==> config.mk <==
export PLATFORM = sky130hd
export DESIGN_NAME = video_composite_timing
export DESIGN_NICKNAME = d
export VERILOG_FILES = /design/src/rtl/video_composite_timing.sv
export SDC_FILE = /design/constraint.sdc
export NUM_CORES = 1
export LEC_CHECK = 0
export CORE_ASPECT_RATIO = 0.5
export CORE_MARGIN = 4
export CORE_UTILIZATION = 40
export CTS_CLUSTER_DIAMETER = 30
export DETAILED_ROUTE_END_ITERATION = 6
export GPL_ROUTABILITY_DRIVEN = 0
export GPL_TIMING_DRIVEN = 0
export PLACE_DENSITY = 0.62
export SYNTH_ARGS = -nofsm -noshare
export SYNTH_HDL_FRONTEND = slang
export SYNTH_SLANG_ARGS = --single-unit
==> constraint.sdc <==
create_clock -name clk -period 4.9 [get_ports clk]
set_clock_uncertainty 0.15 [all_clocks]
set_input_delay 0.98 -clock clk [delete_from_list [all_inputs] [get_ports clk]]
set_output_delay 0.98 -clock clk [all_outputs]
set_load 0.02 [all_outputs]
==> src/rtl/video_composite_timing.sv <==
// NTSC-style 240p composite timing: line/frame counters, sync/burst/active decode,
// pixel-fetch request, and a delay line that realigns modulator controls with fetched pixels.
module video_composite_timing #(
    parameter int H_TOTAL        = 1588,
    parameter int H_SYNC         = 117,
    parameter int H_EQ           = 58,
    parameter int BURST_START    = 132,
    parameter int BURST_LEN      = 63,
    parameter int ACTIVE_START   = 244,
    parameter int ACTIVE_LEN     = 1280,
    parameter int V_TOTAL        = 262,
    parameter int V_ACTIVE_START = 21,
    parameter int V_ACTIVE_LEN   = 240,
    parameter int PIPE_DLY       = 3
) (
    input  logic        clk,
    input  logic        reset,
    input  logic        enable,
    output logic        pixel_req,
    output logic [10:0] x,
    output logic [7:0]  y,
    output logic        frame_start,
    output logic        active,
    output logic        color_burst,
    output logic        sync_n
);

    localparam int HALF = H_TOTAL / 2;

    if (ACTIVE_START + ACTIVE_LEN > H_TOTAL) begin : g_bad_active
        $error("active window extends past end of line");
    end
    if (BURST_START < H_SYNC || BURST_START + BURST_LEN > ACTIVE_START) begin : g_bad_burst
        $error("burst gate overlaps hsync or active window");
    end
    if (V_ACTIVE_START < 9 || V_ACTIVE_START + V_ACTIVE_LEN > V_TOTAL) begin : g_bad_vactive
        $error("active lines overlap vertical sync region or exceed frame");
    end
    if (PIPE_DLY < 1 || PIPE_DLY > 15 || H_TOTAL > 2048 || V_TOTAL > 512) begin : g_bad_size
        $error("PIPE_DLY out of range or counters too narrow");
    end

    logic [10:0] h;
    logic [8:0]  v;
    int          hi, vi;
    logic        sync_raw_n, burst_raw, line_active, act_raw, first_raw;
    logic [10:0] x_raw;
    logic [7:0]  y_raw;

    // Raw decode from counter state
    always_comb begin
        hi = int'(h);
        vi = int'(v);
        if (vi <= 2 || (vi >= 6 && vi <= 8))
            sync_raw_n = !(hi < H_EQ || (hi >= HALF && hi < HALF + H_EQ));
        else if (vi >= 3 && vi <= 5)
            sync_raw_n = !(hi < HALF - H_SYNC || (hi >= HALF && hi < H_TOTAL - H_SYNC));
        else
            sync_raw_n = !(hi < H_SYNC);
        burst_raw   = vi >= 9 && hi >= BURST_START && hi < BURST_START + BURST_LEN;
        line_active = vi >= V_ACTIVE_START && vi < V_ACTIVE_START + V_ACTIVE_LEN;
        act_raw     = line_active && hi >= ACTIVE_START && hi < ACTIVE_START + ACTIVE_LEN;
        x_raw       = act_raw ? 11'(hi - ACTIVE_START) : 11'd0;
        y_raw       = line_active ? 8'(vi - V_ACTIVE_START) : 8'd0;
        first_raw   = h == 11'd0 && v == 9'd0;
    end

    // Stage 0 of each pipe is the pixel_req-domain register; stage PIPE_DLY feeds the modulator
    logic [PIPE_DLY:0] act_pipe, burst_pipe, sync_pipe_n;

    always_ff @(posedge clk) begin
        if (reset || !enable) begin
            h           <= '0;
            v           <= '0;
            x           <= '0;
            y           <= '0;
            frame_start <= 1'b0;
            act_pipe    <= '0;
            burst_pipe  <= '0;
            sync_pipe_n <= '1;
        end else begin
            if (h == 11'(H_TOTAL - 1)) begin
                h <= '0;
                v <= (v == 9'(V_TOTAL - 1)) ? 9'd0 : v + 9'd1;
            end else begin
                h <= h + 11'd1;
            end
            x           <= x_raw;
            y           <= y_raw;
            frame_start <= first_raw;
            act_pipe    <= {act_pipe[PIPE_DLY-1:0], act_raw};
            burst_pipe  <= {burst_pipe[PIPE_DLY-1:0], burst_raw};
            sync_pipe_n <= {sync_pipe_n[PIPE_DLY-1:0], sync_raw_n};
        end
    end

    assign pixel_req   = act_pipe[0];
    assign active      = act_pipe[PIPE_DLY];
    assign color_burst = burst_pipe[PIPE_DLY];
    assign sync_n      = sync_pipe_n[PIPE_DLY];

endmodule
==> results of run 1 <==
## state kept, by name (all words and copies together), names as in the netlist
signal	cells
y	8
act_pipe	4
x	11
v	9
sync_pipe_n	4
h	11
burst_pipe	4
frame_start	1
## worst max-delay path, delay by kind of cell, from the launching register on
family | cells | cell delay [ns]
adder cells (fa/ha/maj) | 1 | 0.26
flip-flops | 1 | 0.36
buffers and inverters | 3 | 0.73
AND/OR/NAND/NOR | 4 | 1.35
## cell families after synthesis
family | share of synthesized area
xor+xnor | 0.08785
mux | 0.004518
fa+ha+maj | 0.05020
buf+inv | 0.05271
simple gates | 0.2550
compound gates | 0.1320
flops | 0.4177
## synth_stat cells, types with 2 or more instances
master / n
a21oi_1: 8
o21ai_0: 15
dfxtp_1: 52
or4_1: 2
o21bai_1: 2
clkbuf_1: 13
nor3_1: 9
and3_1: 2
a21o_1: 2
and2_1: 6
xnor2_1: 12
inv_1: 10
nand2b_1: 7
nor2b_1: 2
o21a_1: 4
nand2_1: 12
nand3_1: 13
xor2_1: 13
or3_1: 4
buf_1: 3
a211oi_1: 4
a31oi_1: 2
ha_1: 10
buf_6: 3
nand4_1: 5
nor2_1: 42
nor2_2: 9
nor4_1: 5
## worst min path at each step
stage	start	end	slack (ns)	depth (start not counted)
final	sync_pipe_n[2]	sync_pipe_n[3]	0.26	1
after global placement	sync_pipe_n[1]	sync_pipe_n[2]	0.24	1
after CTS	sync_pipe_n[2]	sync_pipe_n[3]	0.26	1
after floorplan	sync_pipe_n[0]	sync_pipe_n[1]	0.24	1
after global routing	sync_pipe_n[0]	sync_pipe_n[1]	0.28	1
after detailed placement	sync_pipe_n[2]	sync_pipe_n[3]	0.24	1
## layout make-up
class | count | area, um2
clock buffers | 6 | 138.9
fillers | 575 | 2718
repair buffers | 26 | 260.3
clock inverters | 2 | 38.79
plain buffers | 19 | 93.84
well taps | 84 | 105.1
flip-flops and latches | 52 | 1041
inverters | 10 | 37.54
multi-input cells | 206 | 1320
## power breakdown
part	switching [uW]	total, uW	leakage, uW	internal [uW]
logic	10.3	16.6	0.000624	6.33
registers	1.61	426	0.000420	424
clock network	154	410	0.0000871	256
total	166	853	0.00113	687
## per-stage QoR
step,setup WS (ns),power [uW]
after floorplan,2.387,445.6
after global placement,1.980,452.2
after detailed placement,1.957,452.4
after CTS,1.921,858.8
after global routing,1.609,883.8
final,1.925,852.7
## routing by layer
metal | up-vias | wire (um) | GRT usage
met4 | 0 | 69 | 0.04708
met2 | 41 | 2277 | 0.2163
li1 | 1040 | - | -
met5 | - | 0 | 0
met3 | 10 | 250 | 0.04493
met1 | 989 | 2705 | 0.1945
==> reports/summary.txt, run 1 <==
Synth area leader: dfxtp_1
Crit path cell chain: clkbuf_1, inv_1, ha_1, or3b_1, nor3_1, nand2b_1, clkbuf_1, nor2_1
CP Class: reg -> reg
Root Buffer: clkbuf_16
Utilization after layout: 0.5276
Diode count: 0
Fmax: 0.3361 GHz
CP startpoint: h[2]
CTS Buf Count: 5
Final slew viol count: 0
Peak supply drop: 164.9 uV
Unrepaired setup endpoints after global routing: no
Critical Path AT: 2.99 ns
Reg2reg start: h[2]
FFs w/ async S/R, synth: 0
Via/cell ratio: 5.136
Non-Filler Instances: 405
DP HPWL: 3897 um
Chip height: 63.82 um
Via count: 2080
IO buf count: 26
Initial antenna violation count: 0
Layout overhead on the synthesized area: 21.79%
Nets@finish: 333
#FFs+latches synth: 52
Seq/Total Area, Yosys: 0.4177
First-pass GRT wire length: 8880 um
DR DRC count: 0
Slowest Stage Delay on Critical Path: 0.59 ns
CP endpoint: h[6]
CP Max Fanout: 10
Synth Net Count: 300
Worst r2r dst: h[6]
WL/cell: 13.10 um
MaxCap Viol Count: 0
Mapped cell area: 2492 um2
Tmin final: 2.975 ns
Post-route cell area: 3035 um2
Worst Setup End Kind: flop
Status: completed
Synth Instances: 287
Placed Area: 2858 um2
Share of cells above drive strength 1: 0.08100
Core Region: 5753 um2
Routed wire length: 5304 um
Hold slack: 0.2560 ns
Most common cell after layout, fill and taps aside: dfxtp_1
Synthesis warning total: 0
Slew HR: 0.5416
Setup violators final: 0
Ports: 27
GRT Residual Overflow: 0
TritonCTS clock tree: yes
Flop2flop setup slack: 1.92 ns
CP dominant cell by count: clkbuf_1
Dpl cells: 397
Die area: 7635 um2
Syn_area_per_cell: 8.684 um2
# hold bufs at CTS: 0
Power per cell area: 280.9 nW/um2
Synth Flop Type: dfxtp_1
Clock Latency Late Sink: 0.29 ns
Tot GR Track Use: 0.1427
DIE WIDTH: 119.6 um
Clk sinks: 52
First DRT Iteration DRCs: 131
Critical Path Start Type: flop
P_leak: 0.001131 uW
Htree depth: 2
Post-synth EDFFs: 0
Largest net degree at the start of global routing: 17
Reg2reg path depth: 8
Worst-path clk slew: 0.06 ns
Worst Path Required: 4.92 ns
# rows: 19
Final Hold Viols: 0
Area share of the largest cell type after synthesis: 0.4177
Post-Route Setup TNS: 0 ns
Period utilization: 0.6071
Synth top area cells: dfxtp_1 (42%), nor2_1 (6.3%), ha_1 (5.0%)
Max clock buf depth: 2
Yosys cell types: 44
Worst slew pin tran: 0.6823 ns
Vias in the first global route: 1874
First drt pass iteration count: 4
Post-CTS setup buffer count: 0
Post-CTS Resized: 0
Most frequent cells in the layout: dfxtp_1 (52), nor2_1 (42), clkdlybuf4s50_1 (26)
Slowest library cell on the worst path: nor3_1
Initial Utilization: 0.4332
Antenna-violating nets left: 0
Path category of the worst min-delay check: reg -> reg
Note: power is estimated with default switching activity, not from simulation.
==> run 2: changes to the inputs <==
==> constraint.sdc (replaced) <==
create_clock -name clk -period 2.8 [get_ports clk]
set_clock_uncertainty 0.15 [all_clocks]
set_input_delay 0.56 -clock clk [delete_from_list [all_inputs] [get_ports clk]]
set_output_delay 0.56 -clock clk [all_outputs]
set_load 0.02 [all_outputs]
==> reports/summary.txt, run 2 (synthesized netlist as in run 1, its figures left out) <==
Status: completed
Chip height: 63.82 um (unchanged)
First drt pass iteration count: 4 (unchanged)
CP Max Fanout: 9 (-1)
Clk sinks: 52 (unchanged)
CP startpoint: h[3]
Final Hold Viols: 0 (unchanged)
GRT Residual Overflow: 0 (unchanged)
First-pass GRT wire length: 8901 um (+0.24%)
Fmax: 0.3807 GHz (+13%)
Layout overhead on the synthesized area: 22.39%
Most frequent cells in the layout: dfxtp_1 (52), nor2_1 (42), clkdlybuf4s50_1 (26)
Share of cells above drive strength 1: 0.09375 (+0.01275)
Pint: 1202 uW (+75%)
Most common cell after layout, fill and taps aside: dfxtp_1
Core Region: 5753 um2 (unchanged)
Vias in the first global route: 1879 (+0.27%)
Period utilization: 0.9381 (+0.3309)
Worst Path Required: 2.84 ns (-2.08 ns)
DR DRC count: 0 (unchanged)
CP Class: reg -> reg
Initial antenna violation count: 0 (unchanged)
Worst slew pin tran: 0.5432 ns (-0.1390 ns)
Biggest regs: h: 11 flops, x: 11 flops, v: 9 flops
Via count: 2069 (-0.53%)
Critical Path AT: 2.67 ns (-0.32 ns)
Antenna-violating nets left: 0 (unchanged)
Nets@finish: 332 (-0.30%)
DIE WIDTH: 119.6 um (unchanged)
Clock Latency Late Sink: 0.30 ns (about the same)
Diode count: 0 (unchanged)
Routed wire length: 5325 um (+0.40%)
Max clock buf depth: 2 (unchanged)
First DRT Iteration DRCs: 145 (+11%)
P_leak: 0.001135 uW (+0.37%)
MaxCap Viol Count: 0 (unchanged)
Root Buffer: clkbuf_16
Net switching fraction of the power: 0.1948 (about the same)
Worst-path clk slew: 0.07 ns (about the same)
Setup violators final: 0 (unchanged)
Ports: 27 (unchanged)
Die area: 7635 um2 (unchanged)
Critical Path Start Type: flop
Overall power consumption: 1492 uW (+75%)
# rows: 19 (unchanged)
DP HPWL: 3897 um (unchanged)
Gate power share: 0.020 (about the same)
Power per cell area: 489.2 nW/um2 (+74%)
Initial Utilization: 0.4332 (unchanged)
Final slew viol count: 0 (unchanged)
Post-Route Setup TNS: 0 ns (unchanged)
FILL cells: 576 (+0.17%)
# hold bufs at CTS: 0 (unchanged)
Path category of the worst min-delay check: reg -> reg
TritonCTS clock tree: yes
Clock Power Share: 0.481 (about the same)
Unrepaired setup endpoints after global routing: no
CTS Buf Count: 5 (unchanged)
WL/cell: 13.18 um (+0.64%)
Slew HR: 0.6378 (+0.09620)
Hold path startpoint: sync_pipe_n[2]
Sequential Power Share: 0.500 (about the same)
Largest net degree at the start of global routing: 17 (unchanged)
Via/cell ratio: 5.121 (-0.28%)
IO buf count: 26 (unchanged)
Tot GR Track Use: 0.1429 (+0.0001897)
Htree depth: 2 (unchanged)
Worst Setup End Kind: flop
Net Sw Power: 290.7 uW (+75%)
Reg2reg start: h[3]
Post-CTS setup buffer count: 0 (unchanged)
Peak supply drop: 288.7 uV (+75%)
Tmin final: 2.627 ns (-0.3484 ns)
## run 2: metal layers
metal	wire length, um	vias up	GRT usage
met2	2318	42	0.2184
met5	0	-	0
met3	295	10	0.04581
met1	2640	979	0.1929
met4	70	0	0.04708
li1	-	1038	-
## run 2: worst max-delay path, stage by stage, from the launching register on
cell and delay [ns]:
dfxtp_1 0.38, inv_1 0.20, ha_2 0.28, or3b_1 0.46
nor3_2 0.40, a21o_1 0.32, nor2b_1 0.08, mux2_2 0.26
## run 2: power by group through the flow
| stage | registers, uW | clock network [uW] | logic [uW] |
|---|---|---|---|
| after floorplan | 763 | 0 | 16.9 |
| after global placement | 762 | 0 | 29.0 |
| after detailed placement | 763 | 0 | 29.1 |
| after CTS | 746 | 728 | 29.1 |
| after global routing | 746 | 768 | 33.0 |
| final | 746 | 717 | 29.2 |
## run 2: worst paths after layout
kind	depth (start not counted)	slack, ns	end
worst min-delay path	1	0.26	sync_pipe_n[3]
worst max register to register	7	0.17	v[7]
worst max-delay path	7	0.17	v[7]
worst min register to register	1	0.26	sync_pipe_n[3]
## run 2: layout make-up
cell class,count,area [um2],area share
plain buffers,18,92.59,0.03035
clock buffers,6,138.9,0.04553
clock inverters,2,38.79,0.01272
inverters,10,37.54,0.01231
multi-input cells,206,1336,0.4381
flip-flops and latches,52,1041,0.3413
well taps,84,105.1,0.03445
repair buffers,26,260.3,0.08532
## run 2: per-stage QoR
stage	utilization	area [um2]	std cells	worst slack, ns	hold slack (ns)
after floorplan	-	2492	287	0.2870	0.2363
after detailed placement	0.4967	2858	397	-0.1429	0.2424
after CTS	0.5294	3045	404	0.08241	0.2578
final	0.5302	3050	404	0.1733	0.2560
after global routing	0.5302	3050	404	0.01939	0.2764
after global placement	0.4967	2858	397	-0.1198	0.2440
## run 2: timing repair
| item | CTS | global route |
|---|---|---|
| endpoints found under the hold margin | 0 | 0 |
| pin swaps | 0 | 2 |
| resized for setup | 2 | 5 |
| endpoints found under the setup margin | 12 | 22 |
